## config.mk

```make
export PLATFORM = sky130hd
export DESIGN_NAME = vga_timing_ctrl
export DESIGN_NICKNAME = d
export VERILOG_FILES = /design/src/rtl/vga_timing_ctrl.sv
export SDC_FILE = /design/constraint.sdc
export NUM_CORES = 1
export LEC_CHECK = 0
export BUFFER_PORTS_ARGS = -buffer_cell sky130_fd_sc_hd__buf_2
export CAP_MARGIN = 20
export CELL_PAD_IN_SITES_DETAIL_PLACEMENT = 1
export CELL_PAD_IN_SITES_GLOBAL_PLACEMENT = 1
export CORE_MARGIN = 10
export CORE_UTILIZATION = 37
export DETAILED_ROUTE_END_ITERATION = 7
export GPL_TIMING_DRIVEN = 1
export PLACE_DENSITY = 0.88
export SETUP_SLACK_MARGIN = 0.2
export SLEW_MARGIN = 20
export SYNTH_ARGS = -nofsm -noshare
export SYNTH_HDL_FRONTEND = slang
export SYNTH_SLANG_ARGS = --single-unit
```

## constraint.sdc

```tcl
create_clock -name clk -period 2.2 [get_ports clk]
set_input_delay 0.22 -clock clk [delete_from_list [all_inputs] [get_ports clk]]
set_output_delay 0.22 -clock clk [all_outputs]
set_load 0.01 [all_outputs]
```

## src/rtl/vga_timing_ctrl.sv

```systemverilog
// vga_timing_ctrl
// Raster timing generator for a 640x480@60 VGA display with a registered
// pixel output stage. The raw h/v counters are exported as VGA_col/VGA_row
// so the pixel drivers can compute a colour combinationally. That colour is
// captured one pixel later, together with blanking and both syncs, so that
// everything reaching the DAC pins stays aligned to the same pixel.
//
// rst_l asserts asynchronously. Its release is expected to be synchronous
// to clk, which the board-level reset logic provides.

module vga_timing_ctrl #(
    parameter int CLK_DIV   = 2,
    parameter int H_VISIBLE = 640,
    parameter int H_FP      = 16,
    parameter int H_SYNC    = 96,
    parameter int H_BP      = 48,
    parameter int V_VISIBLE = 480,
    parameter int V_FP      = 10,
    parameter int V_SYNC    = 2,
    parameter int V_BP      = 33
) (
    input  logic        clk,
    input  logic        rst_l,
    input  logic [23:0] pixel_color,
    output logic [9:0]  VGA_row,
    output logic [9:0]  VGA_col,
    output logic [7:0]  VGA_R,
    output logic [7:0]  VGA_G,
    output logic [7:0]  VGA_B,
    output logic        VGA_HS,
    output logic        VGA_VS,
    output logic        VGA_BLANK_N,
    output logic        VGA_SYNC_N,
    output logic        VGA_CLK,
    output logic        frame_start,
    output logic        vblank
);

    // ------------------------------------------------------------------
    // Derived timing constants
    // ------------------------------------------------------------------
    localparam int CNT_W   = 10;
    localparam int H_TOTAL = H_VISIBLE + H_FP + H_SYNC + H_BP;
    localparam int V_TOTAL = V_VISIBLE + V_FP + V_SYNC + V_BP;
    localparam int DIV_W   = (CLK_DIV > 1) ? $clog2(CLK_DIV) : 1;

    localparam logic [DIV_W-1:0] DIV_LAST = DIV_W'(CLK_DIV - 1);
    localparam logic [DIV_W-1:0] DIV_HALF = DIV_W'(CLK_DIV / 2);

    localparam logic [CNT_W-1:0] H_LAST     = CNT_W'(H_TOTAL - 1);
    localparam logic [CNT_W-1:0] V_LAST     = CNT_W'(V_TOTAL - 1);
    localparam logic [CNT_W-1:0] H_VIS_END  = CNT_W'(H_VISIBLE);
    localparam logic [CNT_W-1:0] V_VIS_END  = CNT_W'(V_VISIBLE);
    localparam logic [CNT_W-1:0] HS_START   = CNT_W'(H_VISIBLE + H_FP);
    localparam logic [CNT_W-1:0] HS_END     = CNT_W'(H_VISIBLE + H_FP + H_SYNC);
    localparam logic [CNT_W-1:0] VS_START   = CNT_W'(V_VISIBLE + V_FP);
    localparam logic [CNT_W-1:0] VS_END     = CNT_W'(V_VISIBLE + V_FP + V_SYNC);

    // ------------------------------------------------------------------
    // Counter state
    // ------------------------------------------------------------------
    logic [DIV_W-1:0] div_cnt_reg, div_cnt_next;
    logic [CNT_W-1:0] h_cnt_reg,   h_cnt_next;
    logic [CNT_W-1:0] v_cnt_reg,   v_cnt_next;
    logic             vga_clk_reg, vga_clk_next;

    logic pix_en;
    logic h_last;
    logic v_last;

    // Pixel strobe, end-of-line/frame detection and next counter values
    always_comb begin
        pix_en       = (div_cnt_reg == DIV_LAST);
        h_last       = (h_cnt_reg == H_LAST);
        v_last       = (v_cnt_reg == V_LAST);

        div_cnt_next = pix_en ? '0 : div_cnt_reg + 1'b1;
        h_cnt_next   = h_cnt_reg;
        v_cnt_next   = v_cnt_reg;

        if (pix_en) begin
            if (h_last) begin
                h_cnt_next = '0;
                v_cnt_next = v_last ? '0 : v_cnt_reg + 10'd1;
            end else begin
                h_cnt_next = h_cnt_reg + 10'd1;
            end
        end

        // DAC clock follows the divider phase the flops will hold after this
        // edge, so its rising edge lands half a pixel after the data changes.
        vga_clk_next = (div_cnt_next >= DIV_HALF);
    end

    // Divider, raster counters and DAC clock registers
    always_ff @(posedge clk or negedge rst_l) begin
        if (!rst_l) begin
            div_cnt_reg <= '0;
            h_cnt_reg   <= '0;
            v_cnt_reg   <= '0;
            vga_clk_reg <= 1'b0;
        end else begin
            div_cnt_reg <= div_cnt_next;
            h_cnt_reg   <= h_cnt_next;
            v_cnt_reg   <= v_cnt_next;
            vga_clk_reg <= vga_clk_next;
        end
    end

    // ------------------------------------------------------------------
    // Output stage: decode the pixel currently on the counters, register on
    // the next pixel strobe. One pixel of latency for colour, blank and sync.
    // ------------------------------------------------------------------
    logic vis;
    logic hs_active;
    logic vs_active;

    // Visibility and sync-window decode of the current raster position
    always_comb begin
        vis       = (h_cnt_reg < H_VIS_END) && (v_cnt_reg < V_VIS_END);
        hs_active = (h_cnt_reg >= HS_START) && (h_cnt_reg < HS_END);
        vs_active = (v_cnt_reg >= VS_START) && (v_cnt_reg < VS_END);
    end

    logic blank_n_reg;
    logic hs_reg;
    logic vs_reg;

    // Blank and sync registers; syncs idle high
    always_ff @(posedge clk or negedge rst_l) begin
        if (!rst_l) begin
            blank_n_reg <= 1'b0;
            hs_reg      <= 1'b1;
            vs_reg      <= 1'b1;
        end else if (pix_en) begin
            blank_n_reg <= vis;
            hs_reg      <= ~hs_active;
            vs_reg      <= ~vs_active;
        end
    end

    // One colour register per channel: R, G, B from the top byte down.
    // The colour is forced to zero outside the visible area so the DAC
    // never sees pixel-driver output during the porches and syncs.
    genvar gi;
    generate
        for (gi = 0; gi < 3; gi++) begin : g_chan
            logic [7:0] chan_reg;

            // Capture this channel of pixel_color on the pixel strobe
            always_ff @(posedge clk or negedge rst_l) begin
                if (!rst_l) begin
                    chan_reg <= '0;
                end else if (pix_en) begin
                    chan_reg <= vis ? pixel_color[8*(2-gi) +: 8] : 8'h00;
                end
            end
        end
    endgenerate

    // ------------------------------------------------------------------
    // Port mapping
    // ------------------------------------------------------------------
    assign VGA_row     = v_cnt_reg;
    assign VGA_col     = h_cnt_reg;
    assign VGA_R       = g_chan[0].chan_reg;
    assign VGA_G       = g_chan[1].chan_reg;
    assign VGA_B       = g_chan[2].chan_reg;
    assign VGA_HS      = hs_reg;
    assign VGA_VS      = vs_reg;
    assign VGA_BLANK_N = blank_n_reg;
    assign VGA_SYNC_N  = 1'b0;
    assign VGA_CLK     = vga_clk_reg;

    // Wrap from the last pixel of the last line back to (0,0). Counters sit
    // at (0,0) out of reset, so the restart after reset never pulses this.
    assign frame_start = pix_en && h_last && v_last;

    // Game logic may update state while the raster is below the visible area
    assign vblank      = (v_cnt_reg >= V_VIS_END);

endmodule

```

== Word-level counts from Yosys, hierarchy flattened ==
Cells that the tools add are included.

* Bits in registers: 49
* Input bits: 26
* Output and inout port bits: 51
* Logic and storage cells: 37

* Add/subtract/negate cells: 3
* Magnitude comparators: 8
* Eq/ne operators: 2
* Muxes and demuxes: 6
* Bitwise gates (word level): 2
* Reductions and logical operators: 6

{| class="wikitable"
|+ Operators by type and width
! cell !! number
|-
| 8-bit two-way mux || 3
|-
| 10-bit by 1-bit adder with 10-bit output, second input constant || 2
|-
| 10-bit == test, second input constant || 2
|-
| 10-bit by 9-bit >= comparator with 1-bit output, second input constant || 2
|-
| 10-bit < comparator, second input constant || 2
|-
| 10-bit by 9-bit < comparator with 1-bit output, second input constant || 2
|-
| 10-bit two-way mux || 2
|-
| 10-bit >= comparator, second input constant || 1
|-
| 1-bit logical AND || 5
|-
| 1-bit inverter || 2
|-
| 2-bit AND reduction || 1
|-
| 1-bit adder, second input constant || 1
|-
| 1-bit >= comparator, second input constant || 1
|-
| 1-bit two-way mux || 1
|}

== Longest topological paths before layout ==
* Depth in word-level cells: 3
* Gate-level depth with buffers: 6
* Depth with buffers taken out: 6

== Least setup slack after synthesis ==
OpenSTA, ideal clock, no wires.

* Path type: register -> output
* Start: register v_cnt_reg[0], in the netlist VGA_row[0]
* End: output port frame_start
* Arrival time: 1,463 ps
* Data required time: 1,980 ps
* Slack: 517 ps
* Cell stages (with the launch flop): 6
* Buffers on the path: 0
* Path through: dfrtp_1 > inv_1 > ha_1 > nor4bb_1 > nand3_1 > nor2_1

* Cells in the longest elaborated chain, start to end: 2

{| class="wikitable"
|+ RTL lines
! element !! line !! RTL
|-
| start: declaration || 64 || <nowiki>logic [CNT_W-1:0] v_cnt_reg, v_cnt_next;</nowiki>
|-
| start signal: assignment || 105 || <nowiki>v_cnt_reg <= v_cnt_next;</nowiki>
|-
| 10-bit == test || 75 || <nowiki>v_last = (v_cnt_reg == V_LAST);</nowiki>
|-
| 1-bit logical AND || 177 || <nowiki>assign frame_start = pix_en && h_last && v_last;</nowiki>
|-
| end: declaration || 35 || <nowiki>output logic frame_start,</nowiki>
|}

No other way between the ends.

== Final worst setup path ==
* Start: register h_cnt_reg[0], in the netlist VGA_col[0]
* End: output port frame_start

* Cells in the longest elaborated chain, start to end: 3

{| class="wikitable"
|+ RTL lines
! element !! line !! RTL
|-
| start: declaration || 63 || <nowiki>logic [CNT_W-1:0] h_cnt_reg, h_cnt_next;</nowiki>
|-
| start signal: assignment || 104 || <nowiki>h_cnt_reg <= h_cnt_next;</nowiki>
|-
| 10-bit == test || 74 || <nowiki>h_last = (h_cnt_reg == H_LAST);</nowiki>
|-
| 1-bit logical AND (2 in a row) || 177 ||
|}

No other way between the ends.

==> impl_metrics.prom <==
# TYPE chip_impl_metric gauge
chip_impl_info{name="min-delay-path-class",value="primary input to async pin"} 1
chip_impl_info{name="synth-main-ff-cell",value="dfrtp_1"} 1
chip_impl_metric{name="area.growth.synth_to_final",unit="%"} 27.9
chip_impl_metric{name="numCtsBuffers",unit=""} 5
chip_impl_metric{name="n_fill_cell",unit=""} 644
chip_impl_metric{name="cts_hold_buf",unit=""} 0
chip_impl_metric{name="global_route.overflow_total",unit=""} 0
chip_impl_metric{name="achievable-frequency",unit="GHz"} 0.539
chip_impl_metric{name="drtAntennaViolNets",unit=""} 0
chip_impl_metric{name="ff2ff_setup_slack",unit="ns"} 0.37
chip_impl_metric{name="synth.avg_cell_area",unit="µm²"} 11.6
chip_impl_metric{name="drcViolationCount",unit=""} 0
chip_impl_metric{name="worstSkewPairLatency",unit="ns"} 0.30
chip_impl_info{name="clock_tree_from_tritoncts",value="yes"} 1
chip_impl_metric{name="relSlewSlack",unit="%"} 48.0
chip_impl_metric{name="grt_pass1_wl",unit="µm"} 9780
chip_impl_metric{name="core_area",unit="µm²"} 5570
chip_impl_metric{name="yosysWarningCount",unit=""} 0
chip_impl_metric{name="avgViaCountPerCell",unit=""} 5.14
chip_impl_metric{name="leakage_power",unit="nW"} 1.37
chip_impl_metric{name="placed_cell_area",unit="µm²"} 2600
chip_impl_metric{name="critPathMaxStageDelay",unit="ns"} 0.40
chip_impl_metric{name="grt_antenna_before_repair",unit=""} 0
chip_impl_metric{name="detail_route.wirelength",unit="µm"} 6060
chip_impl_metric{name="wire_per_inst",unit="µm"} 17.8
chip_impl_metric{name="clock-sinks",unit=""} 48
chip_impl_metric{name="port_buffers",unit=""} 75
chip_impl_metric{name="cts_htree_levels",unit=""} 2
chip_impl_metric{name="initial_util",unit="%"} 38.6
chip_impl_metric{name="power_density",unit="nW/µm²"} 569
chip_impl_metric{name="net_total_in_the_final_layout",unit=""} 298
chip_impl_metric{name="worst_ep_required_time",unit="ns"} 1.98
chip_impl_metric{name="maxSlewViolCount",unit=""} 0
chip_impl_metric{name="worst-path-buf-inv",unit=""} 1
chip_impl_metric{name="detail_route.first_pass.iterations",unit=""} 4
chip_impl_metric{name="postLayoutCellArea",unit="µm²"} 2750
chip_impl_metric{name="drv.max_cap_violation_count",unit=""} 0
chip_impl_metric{name="fp.dieArea",unit="µm²"} 9260
chip_impl_metric{name="fin_setup_tns",unit="ns"} 0
chip_impl_info{name="status",value="finished, violations left"} 1
chip_impl_metric{name="synth-edff-count",unit=""} 0
chip_impl_metric{name="number_of_global_route_vias_before_repair",unit=""} 1889
chip_impl_metric{name="ctsLongestPathBuffers",unit=""} 2
chip_impl_info{name="grt_setup_unrepaired",value="false"} 1
chip_impl_info{name="crit-reg2reg-launch",value="VGA_col[0]"} 1
chip_impl_metric{name="max-vdd-ir-drop",unit="V"} 0.000324
chip_impl_metric{name="tightest_slew",unit="ns"} 0.779
chip_impl_info{name="clock_tree.root_cell",value="clkbuf_8"} 1
chip_impl_metric{name="die_width",unit="µm"} 96.2
chip_impl_metric{name="ys_ff_latch",unit=""} 48
chip_impl_info{name="worst_setup_path_end_kind",value="output pin"} 1
chip_impl_metric{name="clkSlewWorstSetupHoldPaths",unit="ns"} 0.09
chip_impl_metric{name="last_weighted_congestion_value_of_the_routability_driven_placer",unit=""} 0.842
chip_impl_metric{name="period_share",unit="%"} 84.3
chip_impl_metric{name="fp.dieH",unit="µm"} 96.2
chip_impl_metric{name="arrival_time_worst_endpoint",unit="ns"} 1.64
chip_impl_metric{name="reg2reg_depth",unit=""} 6
chip_impl_metric{name="finalHoldViolCount",unit=""} 9
chip_impl_metric{name="gr-usage-all-layers",unit="%"} 13.2
chip_impl_metric{name="grt_start_max_net_pins",unit=""} 37
chip_impl_metric{name="async_set_or_reset_register_ratio_after_synthesis",unit="%"} 100
chip_impl_info{name="regToRegEndpoint",value="VGA_row[9]"} 1
chip_impl_metric{name="netlist_area",unit="µm²"} 2150
chip_impl_metric{name="timing.final.setup_violations",unit=""} 0
chip_impl_info{name="cp_slowest_cell",value="dfrtp_2"} 1
chip_impl_metric{name="postSynthCellCount",unit=""} 186
chip_impl_metric{name="path_max_fanout",unit=""} 5
chip_impl_info{name="criticalPathCategory",value="flop to output pin"} 1
chip_impl_metric{name="fin_crit",unit="ns"} 1.86
chip_impl_metric{name="holdWs",unit="ns"} -0.00484
chip_impl_metric{name="clock-skew-final",unit="ns"} 0.00287
chip_impl_info{name="worst_setup_path_start_kind",value="flop"} 1
chip_impl_info{name="violations",value="negative hold slack"} 1
chip_impl_metric{name="number_of_violations_reported_at_the_end_of_detailed_routing_iteration_0",unit=""} 61
chip_impl_info{name="timing.critical_path.cells",value="ha_2, nor4b_4, nand4_4, nor2_1, buf_2"} 1
chip_impl_metric{name="synth.lib_cells_used.distinct",unit=""} 43
chip_impl_metric{name="num_rows",unit=""} 27
chip_impl_metric{name="insertedDiodeCount",unit=""} 0
chip_impl_metric{name="synthesis.nets",unit=""} 217
chip_impl_metric{name="post_route_cells_drive_above_1_share",unit="%"} 41.0
chip_impl_metric{name="synth_seq_area_share",unit="%"} 56.0
chip_impl_metric{name="num_vias",unit=""} 1749
chip_impl_metric{name="top_level_ports",unit=""} 77
chip_impl_info{name="cp_top_family",value="simple AND/OR/NAND/NOR gates"} 1
chip_impl_metric{name="dp_hpwl",unit="µm"} 4490
[where the power goes]
group | total (mW) | switching (mW) | internal (mW)
Combinational | 0.0981 | 0.0510 | 0.0471
Sequential | 0.916 | 0.0118 | 0.904
Clock | 0.551 | 0.296 | 0.255
[kinds of logic after synthesis]
family	share of synthesized area, %
adders and majority gates	2.91
DFF	56.0
buffers and inverters	3.55
other	0.174
AOI/OAI and AO/OA	16.8
xor gates and xnor gates	3.66
and+or+nand+nor	16.9
[what timing repair did]
item,in CTS,in global routing
endpoints found under the setup margin,1,4
pin swaps,2,2
gates cloned,0,0
buffers inserted,2,2
resized for setup,1,6
[through the flow]
stage	power [mW]	setup WS (ns)	hold WS (ns)	instances	utilization, %
5_1_grt	1.64	0.210	0.0598	340	49.3
2_1_floorplan	0.965	0.517	-0.0756	186	-
3_3_place_gp	1.03	0.420	0.355	328	46.6
3_5_place_dp	1.04	0.329	0.350	328	46.6
6_report	1.56	0.345	-0.00484	340	49.3
4_1_cts	1.59	0.200	0.0186	338	48.7
[routing by layer]
layer  vias up  global-route usage, %  routed length (µm)
met1       865                   16.2                2450
met5         -                      0                   0
met3         2                   4.82                 482
met2        47                   21.6                3120
li1        835                      -                   -
met4         0                   3.07                  14
[layout by cell type, fill, tap and decap left out, types with 2 or more instances in the layout]
| cell type | synthesis | layout |
|---|---|---|
| o21ai_0 | 6 | 6 |
| o211ai_1 | 2 | 2 |
| and2_1 | 4 | 4 |
| buf_4 | 1 | 8 |
| clkbuf_8 | 0 | 6 |
| and3_1 | 3 | 3 |
| nand2b_1 | 3 | 3 |
| nor3_1 | 5 | 5 |
| dfrtp_2 | 0 | 3 |
| nor2_1 | 8 | 8 |
| inv_1 | 6 | 6 |
| and3_2 | 2 | 2 |
| nand3_1 | 5 | 4 |
| buf_2 | 4 | 75 |
| clkinvlp_4 | 0 | 2 |
| nand2_1 | 14 | 14 |
| a22o_1 | 26 | 26 |
| nor3_2 | 2 | 2 |
| ha_1 | 5 | 4 |
| xnor2_1 | 4 | 4 |
| nand4_1 | 5 | 5 |
| dfstp_2 | 2 | 2 |
| o21ai_1 | 4 | 4 |
| xor2_1 | 5 | 5 |
| dfrtp_1 | 46 | 43 |
| o22ai_1 | 2 | 2 |
[worst max path at each step]
stage,slack [ns],endpoint,cells past startpoint,start
5_1_grt,0.21,frame_start,5,VGA_col[0]
3_3_place_gp,0.42,frame_start,6,VGA_row[0]
6_report,0.34,frame_start,5,VGA_col[0]
4_1_cts,0.20,frame_start,6,VGA_row[0]
2_1_floorplan,0.52,frame_start,5,VGA_row[0]
3_5_place_dp,0.33,frame_start,6,VGA_row[0]
[cells in the mapped netlist (all sizes together) (5+ instances only)]
| master | instances | area share [%] |
|---|---|---|
| a22o | 26 | 11 |
| and3 | 5 | 1.6 |
| buf | 6 | 1.8 |
| dfrtp | 46 | 54 |
| ha | 5 | 2.9 |
| inv | 6 | 1.0 |
| nand2 | 14 | 2.4 |
| nand3 | 5 | 1.2 |
| nand4 | 6 | 2.4 |
| nor2 | 9 | 1.7 |
| nor3 | 7 | 2.1 |
| o21ai | 10 | 2.3 |
| xor2 | 5 | 2.0 |
[cell type report]
type	instances	area [µm²]	area share, %
Sequential cell	48	1210	43.9
Multi-Input combinational cell	122	893	32.5
Timing Repair Buffer	83	435	15.8
Tap cell	72	90.1	3.28
Clock buffer	6	82.6	3.00
Inverter	7	26.3	0.955
Clock inverter	2	15.0	0.546
(Power assumes the default switching activity.)
